==> src/rtl/reg_dump.sv <==
// Sequential register-file read-out engine: walks RF address pairs through two read ports
// and streams {odd, even} bytes as 16-bit valid/ready beats, with a running mod-256 byte checksum.
module reg_dump #(
  parameter int ADDR_W = 4
) (
  input  logic              clk,
  input  logic              reset_n,
  input  logic              start,
  output logic              busy,
  output logic              done,
  output logic [ADDR_W-1:0] rd0_addr,
  output logic [ADDR_W-1:0] rd1_addr,
  input  logic [7:0]        rd0_val,
  input  logic [7:0]        rd1_val,
  output logic [15:0]       out_data,
  output logic              out_valid,
  input  logic              out_ready,
  output logic              out_last,
  output logic [7:0]        checksum
);

  typedef enum logic [1:0] {
    IDLE,
    FETCH,
    SEND,
    DONE
  } state_t;

  // Pointer of the final even/odd pair; wraps harmlessly to 0 when ADDR_W == 1.
  localparam logic [ADDR_W-1:0] LAST_PTR = ADDR_W'(2 ** ADDR_W - 2);

  state_t            state;
  logic [ADDR_W-1:0] ptr;

  // ptr is kept even, so the odd partner is just the LSB set.
  assign rd0_addr = ptr;
  assign rd1_addr = ptr | ADDR_W'(1);

  // NOTE: every register here is updated with <= so all of them see the pre-edge values
  // of each other; a blocking '=' would let later statements observe half-updated state.
  always_ff @(posedge clk) begin
    if (!reset_n) begin
      state     <= IDLE;
      ptr       <= '0;
      busy      <= 1'b0;
      done      <= 1'b0;
      out_data  <= '0;
      out_valid <= 1'b0;
      out_last  <= 1'b0;
      checksum  <= '0;
    end else begin
      case (state)
        IDLE: begin
          if (start) begin
            state    <= FETCH;
            ptr      <= '0;
            checksum <= '0;
            busy     <= 1'b1;
          end
        end
        FETCH: begin
          out_data  <= {rd1_val, rd0_val};
          out_valid <= 1'b1;
          out_last  <= (ptr == LAST_PTR);
          state     <= SEND;
        end
        SEND: begin
          // out_valid is always high here, so out_ready alone signals the accept.
          if (out_ready) begin
            checksum  <= checksum + out_data[7:0] + out_data[15:8];
            out_valid <= 1'b0;
            out_last  <= 1'b0;
            if (out_last) begin
              state <= DONE;
              done  <= 1'b1;
            end else begin
              ptr   <= ptr + ADDR_W'(2);
              state <= FETCH;
            end
          end
        end
        DONE: begin
          done  <= 1'b0;
          busy  <= 1'b0;
          ptr   <= '0;
          state <= IDLE;
        end
        default: state <= IDLE;
      endcase
    end
  end

endmodule
==> config.mk <==
export PLATFORM = sky130hd
export DESIGN_NAME = reg_dump
export DESIGN_NICKNAME = d
export VERILOG_FILES = /design/src/rtl/reg_dump.sv
export SDC_FILE = /design/constraint.sdc
export NUM_CORES = 1
export LEC_CHECK = 0
export ABC_CLOCK_PERIOD_IN_PS = 2100
export BUFFER_PORTS_ARGS = -buffer_cell sky130_fd_sc_hd__buf_4
export CAP_MARGIN = 20
export CORE_UTILIZATION = 45
export DETAILED_ROUTE_END_ITERATION = 8
export GPL_TIMING_DRIVEN = 0
export PLACE_DENSITY = 0.72
export SYNTH_ARGS = -nofsm -noshare
export SYNTH_HDL_FRONTEND = slang
export SYNTH_SLANG_ARGS = --single-unit
==> constraint.sdc <==
create_clock -name clk -period 2.1 [get_ports clk]
set_input_delay 0 -clock clk [delete_from_list [all_inputs] [get_ports clk]]
set_output_delay 0 -clock clk [all_outputs]
set_load 0.02 [all_outputs]
==> run summary, run 1 <==
OUTCOME
-----------------------------------------------------------------------------------------------------------------
Run status                                                                                           finished, violations left
Violated checks                                                                                      negative setup slack

CRITICAL PATH
-----------------------------------------------------------------------------------------------------------------
Required time at the worst-slack endpoint                                                                 2.27 ns
R2R setup slack                                                                                          -0.29 ns
Logic depth of the worst register-to-register path                                                              9
Critical path cell sequence                                                                          fa_1 -> ha_2 -> inv_2 -> fa_2 -> nor2b_1 -> o21a_1 -> a311o_1 -> xnor2_1 -> a32o_2
Critical path's slowest cell                                                                         sky130_fd_sc_hd__fa_1
Category of the critical setup timing path                                                             reg -> reg
R2r startpoint                                                                                       checksum[1]$_SDFFE_PN0P_
Type of destination of the critical path                                                                     flop
Worst path max stage delay                                                                                0.55 ns
CP Data Arrival Time                                                                                      2.56 ns
Reg-to-reg critical path endpoint                                                                    checksum[7]$_SDFFE_PN0P_
Nature of the critical path startpoint                                                                       flop
Largest fanout on the critical path                                                                             2

SYNTH
-----------------------------------------------------------------------------------------------------------------
Library cells used by synthesis                                                                                34
Number of synthesized register bits                                                                            33
Top cell type's share of synthesized area                                                                  39.76%
Leading cell types by total area after synthesis                                                     sky130_fd_sc_hd__dfxtp_1 40%, sky130_fd_sc_hd__fa_1 9.6%, sky130_fd_sc_hd__nand2_1 8.6%
Net count after synthesis                                                                                     223
Synth Area in XOR/XNOR                                                                                     5.271%
Number of warnings issued by yosys                                                                              0
Largest family of logic cells by synthesized area                                                    compound AO/OA/AOI/OAI gates
Seq/Total Area, Yosys                                                                                      39.76%
Arithmetic-cell share of the synthesized area counting full adders, half adders and majority gates         14.91%
Synth Area in Compound Gates                                                                               16.19%
Mapped cell area                                                                                        1662 um^2
Post-synthesis mux area share                                                                              1.205%
Number of cells produced by synthesis                                                                         188
Mapped Avg Cell Area                                                                                   8.838 um^2
Cell accounting for the most synthesized area                                                        sky130_fd_sc_hd__dfxtp_1
Simple-gate share of the synthesized area                                                                  15.74%

PLACED DESIGN
-----------------------------------------------------------------------------------------------------------------
PortBufs                                                                                                       52
Final weighted congestion of routability-driven global placement                                           0.8122
DP HPWL                                                                                                   2853 um
Cell total after placement                                                                                    286

STA
-----------------------------------------------------------------------------------------------------------------
Number of hold-slack violations in the final timing report                                                      0
Worst-margin pin slew                                                                                   0.5275 ns
FMAX                                                                                                    418.6 MHz
Unrepaired setup endpoints after global routing                                                              true
Final number of max-transition violations                                                                       0
Fin Clk Skew                                                                                          0.006265 ns
Period utilisation layout                                                                                  113.8%
Total setup violations reported at the end of the flow                                                          4
Minimum period implied by the final worst setup slack                                                    2.389 ns
Relative slew slack                                                                                        64.83%
PnR worst setup slack                                                                                  -0.2889 ns
Final total negative setup slack                                                                       -0.7023 ns

MIN PATH
-----------------------------------------------------------------------------------------------------------------
Type of the worst min-delay path                                                                        in -> reg
Worst Hold End                                                                                       done$_SDFFE_PN0P_
Critical hold path startpoint                                                                           out_ready
Hold path cells                                                                                                 3

GRT
-----------------------------------------------------------------------------------------------------------------
Number of antenna violations at the first check in global routing                                               0
Via count of the first global-routing pass                                                                   1469
Overall track demand over capacity in global routing                                                       22.80%
Global-route wire length before repair                                                                    6851 um
Pin count of the biggest net entering global routing                                                           11
Grt total ovfl                                                                                                  0

LAYOUT
-----------------------------------------------------------------------------------------------------------------
Final nets                                                                                                    303
Layout cells sized above 1                                                                                 35.07%
# diodes                                                                                                        0
Top library cells by usage in the layout, fill and taps aside                                        62 x sky130_fd_sc_hd__buf_4, 38 x sky130_fd_sc_hd__nand2_1, 26 x sky130_fd_sc_hd__a21oi_1
Area growth from synthesis to layout                                                                       48.49%
Final Non-Filler Cells                                                                                        314
Most common cell after layout, fill and taps aside                                                   sky130_fd_sc_hd__buf_4

DRT
-----------------------------------------------------------------------------------------------------------------
Mean routed wirelength per cell                                                                          13.94 um
Vias per cell                                                                                               4.927
Total vias in the final route                                                                                1547
DRT Pass-1 Iters                                                                                                4
Number of design rule violations left after detail routing                                                      0
Routed WL                                                                                                 4377 um
Post-DRT Antenna Nets                                                                                           0
Iteration-0 DRC count of the detailed router                                                                  131

DIE
-----------------------------------------------------------------------------------------------------------------
Vertical extent of the die                                                                               62.77 um
Count of standard-cell rows                                                                                    21
Chip width                                                                                               62.77 um
Number of I/O pins                                                                                             56
Die Area                                                                                                3939 um^2
Placeable core area                                                                                     3442 um^2
Starting Density                                                                                           48.27%

CTS
-----------------------------------------------------------------------------------------------------------------
Number of sinks handled by clock tree synthesis                                                                33
Number of CTS-inserted buffers                                                                                  5
Clock Pin Slew Worst Setup and Hold Paths                                                                 0.07 ns
TritonCTS clock tree                                                                                          yes
Buffers from clock root to sink, at most                                                                        2
Clock Tree Root                                                                                      sky130_fd_sc_hd__clkbuf_8
H-tree depth                                                                                                    2
Insertion delay of the later-clocked pin in the worst-skew pair                                           0.28 ns

POWER
-----------------------------------------------------------------------------------------------------------------
Leakage                                                                                                  1.111 nW
Peak supply drop                                                                                        0.4458 mV
Total power consumption of the routed design                                                             1.482 mW
Power per standard cell area                                                                         600.7 nW/um^2

RUN
-----------------------------------------------------------------------------------------------------------------
Number of violations of the max-capacitance limit                                                               0

metal layers:
metal,vias to the layer above,track usage (%),routed length [um]
li1,780,-,-
met1,711,27.54,1870
met2,52,40.22,2272
met3,4,5.292,207
met4,0,6.105,27
met5,-,0,0
how the worst max path moves through the flow:
stage,end,slack [ns],from
3_3_place_gp,checksum[7]$_SDFFE_PN0P_,-0.23,out_data[1]$_SDFFE_PN0P_
4_1_cts,checksum[7]$_SDFFE_PN0P_,-0.21,checksum[1]$_SDFFE_PN0P_
3_5_place_dp,checksum[7]$_SDFFE_PN0P_,-0.22,out_data[1]$_SDFFE_PN0P_
6_report,checksum[7]$_SDFFE_PN0P_,-0.29,checksum[1]$_SDFFE_PN0P_
5_1_grt,checksum[7]$_SDFFE_PN0P_,-0.38,checksum[1]$_SDFFE_PN0P_
2_1_floorplan,checksum[7]$_SDFFE_PN0P_,-0.14,out_data[1]$_SDFFE_PN0P_
worst max-delay path: cells and delay by family (launching register included):
| kind | cells | cell delay [ns] |
|---|---|---|
| AO/OA/AOI/OAI | 3 | 0.60 |
| XOR/XNOR | 1 | 0.08 |
| adder cells (fa/ha/maj) | 3 | 1.07 |
| buffers and inverters | 1 | 0.04 |
| flip-flops | 1 | 0.33 |
| AND/OR/NAND/NOR | 1 | 0.14 |
cells by family after synthesis:
| logic type | Yosys count |
|---|---|
| compound gates | 45 |
| fa+ha+maj | 15 |
| simple gates | 61 |
| xor+xnor | 10 |
| mux | 2 |
| other cells | 2 |
| buf+inv | 20 |
| flops | 33 |
state kept, by name, summed over array words and instances (netlist names):
signal     cells
out_data      16
checksum       8
rd0_addr       3
state          2
busy           1
done           1
out_last       1
out_valid      1
layout make-up:
| class | instances | area [um^2] |
|---|---|---|
| fillers | 276 | 974.7 |
| multi-input cells | 135 | 943.4 |
| flip-flops and latches | 33 | 680.7 |
| repair buffers | 73 | 591.8 |
| clock buffers | 7 | 86.33 |
| plain buffers | 14 | 85.08 |
| well taps | 46 | 57.56 |
| inverters | 6 | 22.52 |
power by group:
group / leakage [nW] / internal (mW) / total [mW] / switching, mW
registers: 0.275 / 0.655 / 0.684 / 0.0288
clock network: 0.0443 / 0.260 / 0.475 / 0.215
logic: 0.791 / 0.156 / 0.323 / 0.167
cells in the mapped netlist:
cell type,n
sky130_fd_sc_hd__nand3_1,3
sky130_fd_sc_hd__or2_2,1
sky130_fd_sc_hd__nor4_1,1
sky130_fd_sc_hd__nor2b_1,3
sky130_fd_sc_hd__a311o_1,1
sky130_fd_sc_hd__o21ai_1,1
sky130_fd_sc_hd__clkbuf_1,5
sky130_fd_sc_hd__a32o_1,3
sky130_fd_sc_hd__a21oi_1,26
sky130_fd_sc_hd__a32o_2,1
sky130_fd_sc_hd__o21a_1,1
sky130_fd_sc_hd__a31oi_1,2
sky130_fd_sc_hd__xor2_1,3
sky130_fd_sc_hd__ha_1,7
sky130_fd_sc_hd__o21bai_1,1
sky130_fd_sc_hd__nand2_1,38
sky130_fd_sc_hd__dfxtp_1,33
sky130_fd_sc_hd__and2b_1,2
sky130_fd_sc_hd__xnor2_1,7
sky130_fd_sc_hd__a211oi_1,1
sky130_fd_sc_hd__fa_1,8
sky130_fd_sc_hd__nor3_1,1
sky130_fd_sc_hd__o211ai_1,1
sky130_fd_sc_hd__conb_1,2
sky130_fd_sc_hd__buf_4,6
sky130_fd_sc_hd__buf_2,2
sky130_fd_sc_hd__and3_1,1
sky130_fd_sc_hd__buf_6,1
sky130_fd_sc_hd__nor2_1,9
sky130_fd_sc_hd__o21ai_0,5
sky130_fd_sc_hd__nand2b_1,2
sky130_fd_sc_hd__mux2i_1,2
sky130_fd_sc_hd__a21o_1,2
sky130_fd_sc_hd__inv_1,6
metrics by stage:
step                      hold slack, ns  setup slack [ns]  area (um^2)  utilization, %
final                            0.01418           -0.2889         2467           71.68
after global routing             0.01483           -0.3752         2467           71.68
after CTS                        0.01192           -0.2119         2411           70.05
after detailed placement          0.2494           -0.2226         2132           61.94
after global placement            0.2462           -0.2333         2132           61.94
after floorplan                   0.1256           -0.1441         1684               -
repair_timing:
| item | CTS | global route |
|---|---|---|
| hold buffers | 16 | 0 |
| pin swaps | 8 | 11 |
| endpoints found under the setup margin | 3 | 4 |
| buffers inserted | 2 | 3 |
| hold endpoints to repair | 16 | 0 |
| gates resized for setup | 2 | 5 |
(Power assumes the default switching activity.)
==> run 2, diff against run 1 <==
--- a/config.mk
+++ b/config.mk
@@ -15,3 +15,4 @@
 export SYNTH_ARGS = -nofsm -noshare
 export SYNTH_HDL_FRONTEND = slang
 export SYNTH_SLANG_ARGS = --single-unit
+export TNS_END_PERCENT = 1
==> constraint.sdc (replaced) <==
create_clock -name clk -period 2.1 [get_ports clk]
set_input_delay 0 -clock clk [delete_from_list [all_inputs] [get_ports clk]]
set_output_delay 0 -clock clk [all_outputs]
set_load 0.1 [all_outputs]
==> run 2 against run 1 <==
- the flow still finishes with violations (negative setup slack)
- flip-flop and latch count unchanged
- fmax up 4.2%
- worst setup slack better by 0.096 ns
- combinational power up 55%
- critical path depth unchanged
- sequential share of layout area up 1.9 points
- design area up 0.76%
- sequential power down 2%
- critical path type unchanged
- largest cell class unchanged
==> run summary, run 2 (synthesis gave the netlist of run 1 again) <==
DRT
----------------------------------------------------------------------------------
Met2 wire length                                                           1888 um   -17%
Post-DRT Antenna Nets                                                            0   unchanged
Routed WL                                                                  4040 um   -7.7%
Number of design rule violations left after detail routing                       0   unchanged
Met3 WL post-DR                                                             190 um   -8.2%
Total vias in the final route                                                 1545   -0.13%
Iteration-0 DRC count of the detailed router                                    85   -35%
Vias per cell                                                                4.952   +0.51%
Mean routed wirelength per cell                                           12.95 um   -7.1%
DRT Pass-1 Iters                                                                 4   unchanged
DRT met1 WL                                                                1921 um   +2.7%
Top Layer Used                                                                met4

MIN PATH
----------------------------------------------------------------------------------
Worst Hold End                                                        done$_SDFFE_PN0P_
Critical hold path startpoint                                            out_ready
Hold path cells                                                                  3   unchanged
Type of the worst min-delay path                                         in -> reg

GRT
----------------------------------------------------------------------------------
Grt total ovfl                                                                   0   unchanged
Overall track demand over capacity in global routing                        22.56%   -0.23 points
Pin count of the biggest net entering global routing                            11   unchanged
Global-route wire length before repair                                     6865 um   +0.20%
Number of antenna violations at the first check in global routing                0   unchanged
Via count of the first global-routing pass                                    1468   -0.068%

STA
----------------------------------------------------------------------------------
Final total negative setup slack                                        -0.4423 ns   +0.2600 ns
Worst Hold Slack                                                        0.01931 ns   +0.005129 ns
Unrepaired setup endpoints after global routing                               true
Fin Clk Skew                                                           0.008248 ns   +0.001984 ns
Period utilisation layout                                                   109.2%   -4.6 points
Total setup violations reported at the end of the flow                           3   -1
PnR worst setup slack                                                   -0.1931 ns   +0.09575 ns
FMAX                                                                     436.1 MHz   +4.2%
Worst-margin pin slew                                                    0.5539 ns   +0.02640 ns
Minimum period implied by the final worst setup slack                     2.293 ns   -0.09575 ns
Number of hold-slack violations in the final timing report                       0   unchanged
Final number of max-transition violations                                        0   unchanged
Relative slew slack                                                         63.07%   -1.8 points

LAYOUT
----------------------------------------------------------------------------------
Area growth from synthesis to layout                                        49.62%
Top library cells by usage in the layout, fill and taps aside         61 x sky130_fd_sc_hd__buf_4, 38 x sky130_fd_sc_hd__nand2_1, 25 x sky130_fd_sc_hd__a21oi_1
Combined area of the multi-input logic cells                            939.7 um^2   -0.40%
Final nets                                                                     301   -0.66%
Flip-flop count of the largest register, all copies and words added             16   unchanged
Area used by sequential logic in the layout                             732.0 um^2   +7.5%
Most common cell after layout, fill and taps aside                    sky130_fd_sc_hd__buf_4
Layout cells sized above 1                                                  37.59%   +2.5 points
Count of filler cells inserted in the layout                                   258   -6.5%
Final Non-Filler Cells                                                         312   -0.64%
# diodes                                                                         0   unchanged
Final instance area                                                      2486 um^2   +0.76%
Reg with most FFs                                                         out_data

CRITICAL PATH
----------------------------------------------------------------------------------
Nature of the critical path startpoint                                        flop
Critical path cell sequence                                           fa_1 -> ha_2 -> inv_2 -> fa_2 -> nor2b_1 -> o21a_1 -> a311o_1 -> xnor2_1 -> a32o_2
Logic depth of the worst register-to-register path                               9   unchanged
Largest fanout on the critical path                                              2   unchanged
Category of the critical setup timing path                              reg -> reg
Worst path max stage delay                                                 0.54 ns   about the same
Type of destination of the critical path                                      flop
Required time at the worst-slack endpoint                                  2.28 ns   about the same
R2r startpoint                                                        checksum[1]$_SDFFE_PN0P_
Reg-to-reg critical path endpoint                                     checksum[7]$_SDFFE_PN0P_
CP Data Arrival Time                                                       2.47 ns   -0.09 ns
R2R setup slack                                                           -0.19 ns   +0.10 ns
Critical path's slowest cell                                          sky130_fd_sc_hd__fa_1

OUTCOME
----------------------------------------------------------------------------------
Violated checks                                                       negative setup slack
Run status                                                            finished, violations left

DIE
----------------------------------------------------------------------------------
Count of standard-cell rows                                                     21   unchanged
Number of I/O pins                                                              56   unchanged
Die Area                                                                 3939 um^2   unchanged
Vertical extent of the die                                                62.77 um   unchanged
Starting Density                                                            48.27%   unchanged
Placeable core area                                                      3442 um^2   unchanged
Chip width                                                                62.77 um   unchanged

POWER
----------------------------------------------------------------------------------
Leakage                                                                   1.118 nW   +0.66%
Share of total power consumed by net switching                              36.90%   +9.2 points
Power per standard cell area                                          648.4 nW/um^2   +7.9%
Sequential Power Share                                                       41.6%   -4.5 points
Internal power consumption                                                1.017 mW   -5.0%
Clock network fraction of design power                                       27.2%   -4.9 points
Peak supply drop                                                         0.4233 mV   -5.0%
Net switching power figure                                               0.5947 mW   +45%
Combinational fraction of design power                                       31.1%   +9.3 points

PLACED DESIGN
----------------------------------------------------------------------------------
Final weighted congestion of routability-driven global placement            0.7882   -3.0%
Cell total after placement                                                     286   unchanged
PortBufs                                                                        52   unchanged
Placed Area                                                              2198 um^2   +3.1%
Setup Slack @ Placement                                                 -0.2342 ns   -0.01160 ns
DP HPWL                                                                    2833 um   -0.70%

CTS
----------------------------------------------------------------------------------
Insertion delay of the later-clocked pin in the worst-skew pair            0.28 ns   about the same
TritonCTS clock tree                                                           yes
Clock Pin Slew Worst Setup and Hold Paths                                  0.07 ns   about the same
Number of CTS-inserted buffers                                                   5   unchanged
Number of sinks handled by clock tree synthesis                                 33   unchanged
Clock Tree Root                                                       sky130_fd_sc_hd__clkbuf_8
H-tree depth                                                                     2   unchanged
Buffers from clock root to sink, at most                                         2   unchanged

RUN
----------------------------------------------------------------------------------
Number of violations of the max-capacitance limit                                0   unchanged

==> run 2: final cells by class <==
type	count	share of cell area, %
inverters	6	0.9059
clock inverters	1	0.1510
flip-flops and latches	33	29.44
plain buffers	14	3.422
well taps	46	2.315
clock buffers	6	2.919
multi-input cells	135	37.80
repair buffers	71	23.05
==> run 2: what timing repair did <==
item,4_1_cts,5_1_grt
hold endpoints to repair,16,0
gates resized for setup,0,5
endpoints found under the setup margin,3,5
setup buffers,3,0
pin swaps,6,2
hold buffers,16,0
==> run 2: metal layers <==
metal	vias up	global-route usage [%]
li1	778	-
met1	714	28.91
met2	48	37.36
met3	5	5.839
met4	0	6.105
met5	-	0
==> run 2: power groups by stage <==
stage | logic, mW | clock network (mW) | registers [mW]
after detailed placement | 0.468 | 0 | 0.686
after floorplan | 0.175 | 0 | 0.868
final | 0.502 | 0.439 | 0.671
after global placement | 0.464 | 0 | 0.685
after global routing | 0.531 | 0.476 | 0.676
after CTS | 0.492 | 0.446 | 0.672
==> run 2: worst max path at each step <==
stage	cells past startpoint	startpoint	end
5_1_grt	10	checksum[1]$_SDFFE_PN0P_	checksum[5]$_SDFFE_PN0P_
3_3_place_gp	9	out_data[9]$_SDFFE_PN0P_	checksum[7]$_SDFFE_PN0P_
3_5_place_dp	9	out_data[9]$_SDFFE_PN0P_	checksum[7]$_SDFFE_PN0P_
6_report	9	checksum[1]$_SDFFE_PN0P_	checksum[7]$_SDFFE_PN0P_
2_1_floorplan	9	out_data[1]$_SDFFE_PN0P_	checksum[7]$_SDFFE_PN0P_
4_1_cts	9	checksum[1]$_SDFFE_PN0P_	checksum[7]$_SDFFE_PN0P_
==> run 2: stage by stage <==
stage	util (%)	total power [mW]
6_report	72.23	1.612
5_1_grt	72.23	1.682
4_1_cts	71.39	1.610
3_5_place_dp	63.87	1.153
3_3_place_gp	63.87	1.150
2_1_floorplan	-	1.044
==> run 2: worst max-delay path, delay by kind of cell, from the launching register on <==
| family | cells | cell delay, ns |
|---|---|---|
| AO/OA/AOI/OAI | 3 | 0.56 |
| XOR/XNOR | 1 | 0.07 |
| adder cells (fa/ha/maj) | 3 | 1.06 |
| buffers and inverters | 1 | 0.04 |
| flip-flops | 1 | 0.35 |
| AND/OR/NAND/NOR | 1 | 0.11 |
==> run 3, diff against run 2 <==
--- a/config.mk
+++ b/config.mk
@@ -8,10 +8,12 @@
 export ABC_CLOCK_PERIOD_IN_PS = 2100
 export BUFFER_PORTS_ARGS = -buffer_cell sky130_fd_sc_hd__buf_4
 export CAP_MARGIN = 20
-export CORE_UTILIZATION = 45
+export CELL_PAD_IN_SITES_DETAIL_PLACEMENT = 2
+export CELL_PAD_IN_SITES_GLOBAL_PLACEMENT = 2
+export CORE_UTILIZATION = 26
 export DETAILED_ROUTE_END_ITERATION = 8
 export GPL_TIMING_DRIVEN = 0
-export PLACE_DENSITY = 0.72
+export PLACE_DENSITY = 0.73
 export SYNTH_ARGS = -nofsm -noshare
 export SYNTH_HDL_FRONTEND = slang
 export SYNTH_SLANG_ARGS = --single-unit
==> run 3 against run 2 <==
- the flow still finishes with violations (negative setup slack)
- die area is 70% higher
- first-iteration DRC count is 62% lower
- clock-buffer cell count is 2 higher
- power is 4.5% higher
- final cell count is 9.6% higher
- critical path type unchanged
==> run summary, run 3 (synthesis gave the netlist of run 1 again) <==
POWER
----------------------------------------------------------------------------------
Net switching power figure                                               0.6209 mW   +4.4%
Internal power consumption                                                1.063 mW   +4.5%
Combinational fraction of design power                                       30.5%   -0.6 points
Sequential Power Share                                                       39.9%   -1.7 points
Power per standard cell area                                          664.3 nW/um^2   +2.5%
Share of total power consumed by net switching                              36.87%   about the same
Peak supply drop                                                         0.3724 mV   -12%
Leakage                                                                   1.113 nW   -0.43%
Total power consumption of the routed design                              1.684 mW   +4.5%
Clock network fraction of design power                                       29.6%   +2.4 points

STA
----------------------------------------------------------------------------------
PnR worst setup slack                                                   -0.2456 ns   -0.05252 ns
Worst Hold Slack                                                        0.02613 ns   +0.006815 ns
Minimum period implied by the final worst setup slack                     2.346 ns   +0.05252 ns
Number of hold-slack violations in the final timing report                       0   unchanged
Final number of max-transition violations                                        0   unchanged
Period utilisation layout                                                   111.7%   +2.5 points
FMAX                                                                     426.3 MHz   -2.2%
Worst-margin pin slew                                                    0.5664 ns   +0.01247 ns
Total setup violations reported at the end of the flow                           3   unchanged
Unrepaired setup endpoints after global routing                               true
Fin Clk Skew                                                           0.008976 ns   +0.0007273 ns
Relative slew slack                                                         62.24%   -0.83 points

LAYOUT
----------------------------------------------------------------------------------
Reg with most FFs                                                         out_data
Most common cell after layout, fill and taps aside                    sky130_fd_sc_hd__buf_4
Final instance area                                                      2535 um^2   +2.0%
Area growth from synthesis to layout                                        52.56%
Flip-flop count of the largest register, all copies and words added             16   unchanged
# diodes                                                                         0   unchanged
Layout cells sized above 1                                                  37.08%   -0.52 points
Final nets                                                                     301   unchanged
Top library cells by usage in the layout, fill and taps aside         61 x sky130_fd_sc_hd__buf_4, 38 x sky130_fd_sc_hd__nand2_1, 26 x sky130_fd_sc_hd__a21oi_1

DIE
----------------------------------------------------------------------------------
Starting Density                                                            27.57%   -21 points
Vertical extent of the die                                                81.94 um   +31%
Chip width                                                                81.94 um   +31%
Number of I/O pins                                                              56   unchanged
Die Area                                                                 6714 um^2   +70%
Count of standard-cell rows                                                     28   +33%
Placeable core area                                                      6026 um^2   +75%

GRT
----------------------------------------------------------------------------------
Pin count of the biggest net entering global routing                            11   unchanged
Grt total ovfl                                                                   0   unchanged
Global-route wire length before repair                                     8335 um   +21%
Overall track demand over capacity in global routing                        16.95%   -5.6 points
Via count of the first global-routing pass                                    1691   +15%
Number of antenna violations at the first check in global routing                0   unchanged

DRT
----------------------------------------------------------------------------------
Total vias in the final route                                                 1598   +3.4%
DRT Pass-1 Iters                                                                 4   unchanged
Mean routed wirelength per cell                                           15.45 um   +19%
Routed WL                                                                  5283 um   +31%
Iteration-0 DRC count of the detailed router                                    32   -62%
Vias per cell                                                                4.673   -5.6%
Post-DRT Antenna Nets                                                            0   unchanged
Number of design rule violations left after detail routing                       0   unchanged

MIN PATH
----------------------------------------------------------------------------------
Type of the worst min-delay path                                         in -> reg
Critical hold path startpoint                                            out_ready

PLACED DESIGN
----------------------------------------------------------------------------------
Final weighted congestion of routability-driven global placement            0.7189   -8.8%
DP HPWL                                                                    3671 um   +30%
Placed Area                                                              2235 um^2   +1.7%
PortBufs                                                                        52   unchanged
Setup Slack @ Placement                                                 -0.2782 ns   -0.04402 ns

CTS
----------------------------------------------------------------------------------
TritonCTS clock tree                                                           yes
Insertion delay of the later-clocked pin in the worst-skew pair            0.28 ns   about the same
Number of sinks handled by clock tree synthesis                                 33   unchanged
Buffers from clock root to sink, at most                                         2   unchanged
Clock Tree Root                                                       sky130_fd_sc_hd__clkbuf_8
H-tree depth                                                                     2   unchanged
Clock Pin Slew Worst Setup and Hold Paths                                  0.07 ns   about the same
Number of CTS-inserted buffers                                                   5   unchanged

CRITICAL PATH
----------------------------------------------------------------------------------
Category of the critical setup timing path                              reg -> reg
Start point of the critical path                                      checksum[1]$_SDFFE_PN0P_
Nature of the critical path startpoint                                        flop
CP Data Arrival Time                                                       2.52 ns   +0.05 ns
Required time at the worst-slack endpoint                                  2.28 ns   about the same
R2r startpoint                                                        checksum[1]$_SDFFE_PN0P_
Type of destination of the critical path                                      flop
Largest fanout on the critical path                                              2   unchanged

RUN
----------------------------------------------------------------------------------
Number of violations of the max-capacitance limit                                0   unchanged

OUTCOME
----------------------------------------------------------------------------------
Run status                                                            finished, violations left
Violated checks                                                       negative setup slack

[run 3: per-layer routing]
| metal | wire length (um) | part of all wire (%) | global-route usage (%) | vias up |
|---|---|---|---|---|
| met2 | 2679 | 51 | 29.26 | 35 |
| met1 | 2292 | 43 | 20.21 | 776 |
| met5 | 0 | 0 | 0 | - |
| met4 | 154 | 2.9 | 7.368 | 0 |
| li1 | - | - | - | 777 |
| met3 | 156 | 3.0 | 3.333 | 10 |
[run 3: final timing paths]
kind                              end  slack (ns)  depth (start not counted)
min                 done$_SDFFE_PN0P_        0.03                          3
max          checksum[7]$_SDFFE_PN0P_       -0.25                          9
min reg2reg  out_data[0]$_SDFFE_PN0P_        0.48                          2
max reg2reg  checksum[7]$_SDFFE_PN0P_       -0.25                          9
[run 3: critical path: stages (launching register included)]
cell and delay, ns:
sky130_fd_sc_hd__dfxtp_4 0.35, sky130_fd_sc_hd__fa_1 0.54, sky130_fd_sc_hd__ha_2 0.19, sky130_fd_sc_hd__inv_2 0.04, sky130_fd_sc_hd__fa_2 0.34, sky130_fd_sc_hd__nor2b_1 0.13
sky130_fd_sc_hd__o21a_1 0.18, sky130_fd_sc_hd__a311o_1 0.19, sky130_fd_sc_hd__xnor2_1 0.08, sky130_fd_sc_hd__a32o_2 0.22
[run 3: power groups by stage]
stage	Clock, mW	Combinational (mW)	Sequential (mW)
2_1_floorplan	0	0.175	0.868
3_3_place_gp	0	0.473	0.687
3_5_place_dp	0	0.478	0.688
4_1_cts	0.521	0.507	0.673
5_1_grt	0.545	0.545	0.677
6_report	0.499	0.513	0.672
[run 3: per-stage QoR]
stage	utilization [%]	setup TNS (ns)	cells
2_1_floorplan	-	-0.5831	188
3_3_place_gp	37.08	-0.4789	315
3_5_place_dp	37.08	-0.5498	315
4_1_cts	41.59	-0.4803	341
5_1_grt	42.07	-0.8618	342
6_report	42.07	-0.4821	342
[run 3: repair_timing]
item                       4_1_cts  5_1_grt
buffers inserted                 2        1
hold buffers                    16        0
resized for setup                1        2
setup endpoints to repair        4        5
pin swaps                        5        3
hold endpoints to repair        16        0
[run 3: layout make-up]
class,instances,area (um^2)
Clock buffer,8,90.09
Multi-Input combinational cell,135,938.4
Fill cell,674,3491
Tap cell,75,93.84
Buffer,14,85.08
Inverter,6,22.52
Timing Repair Buffer,71,573.1
Sequential cell,33,732.0
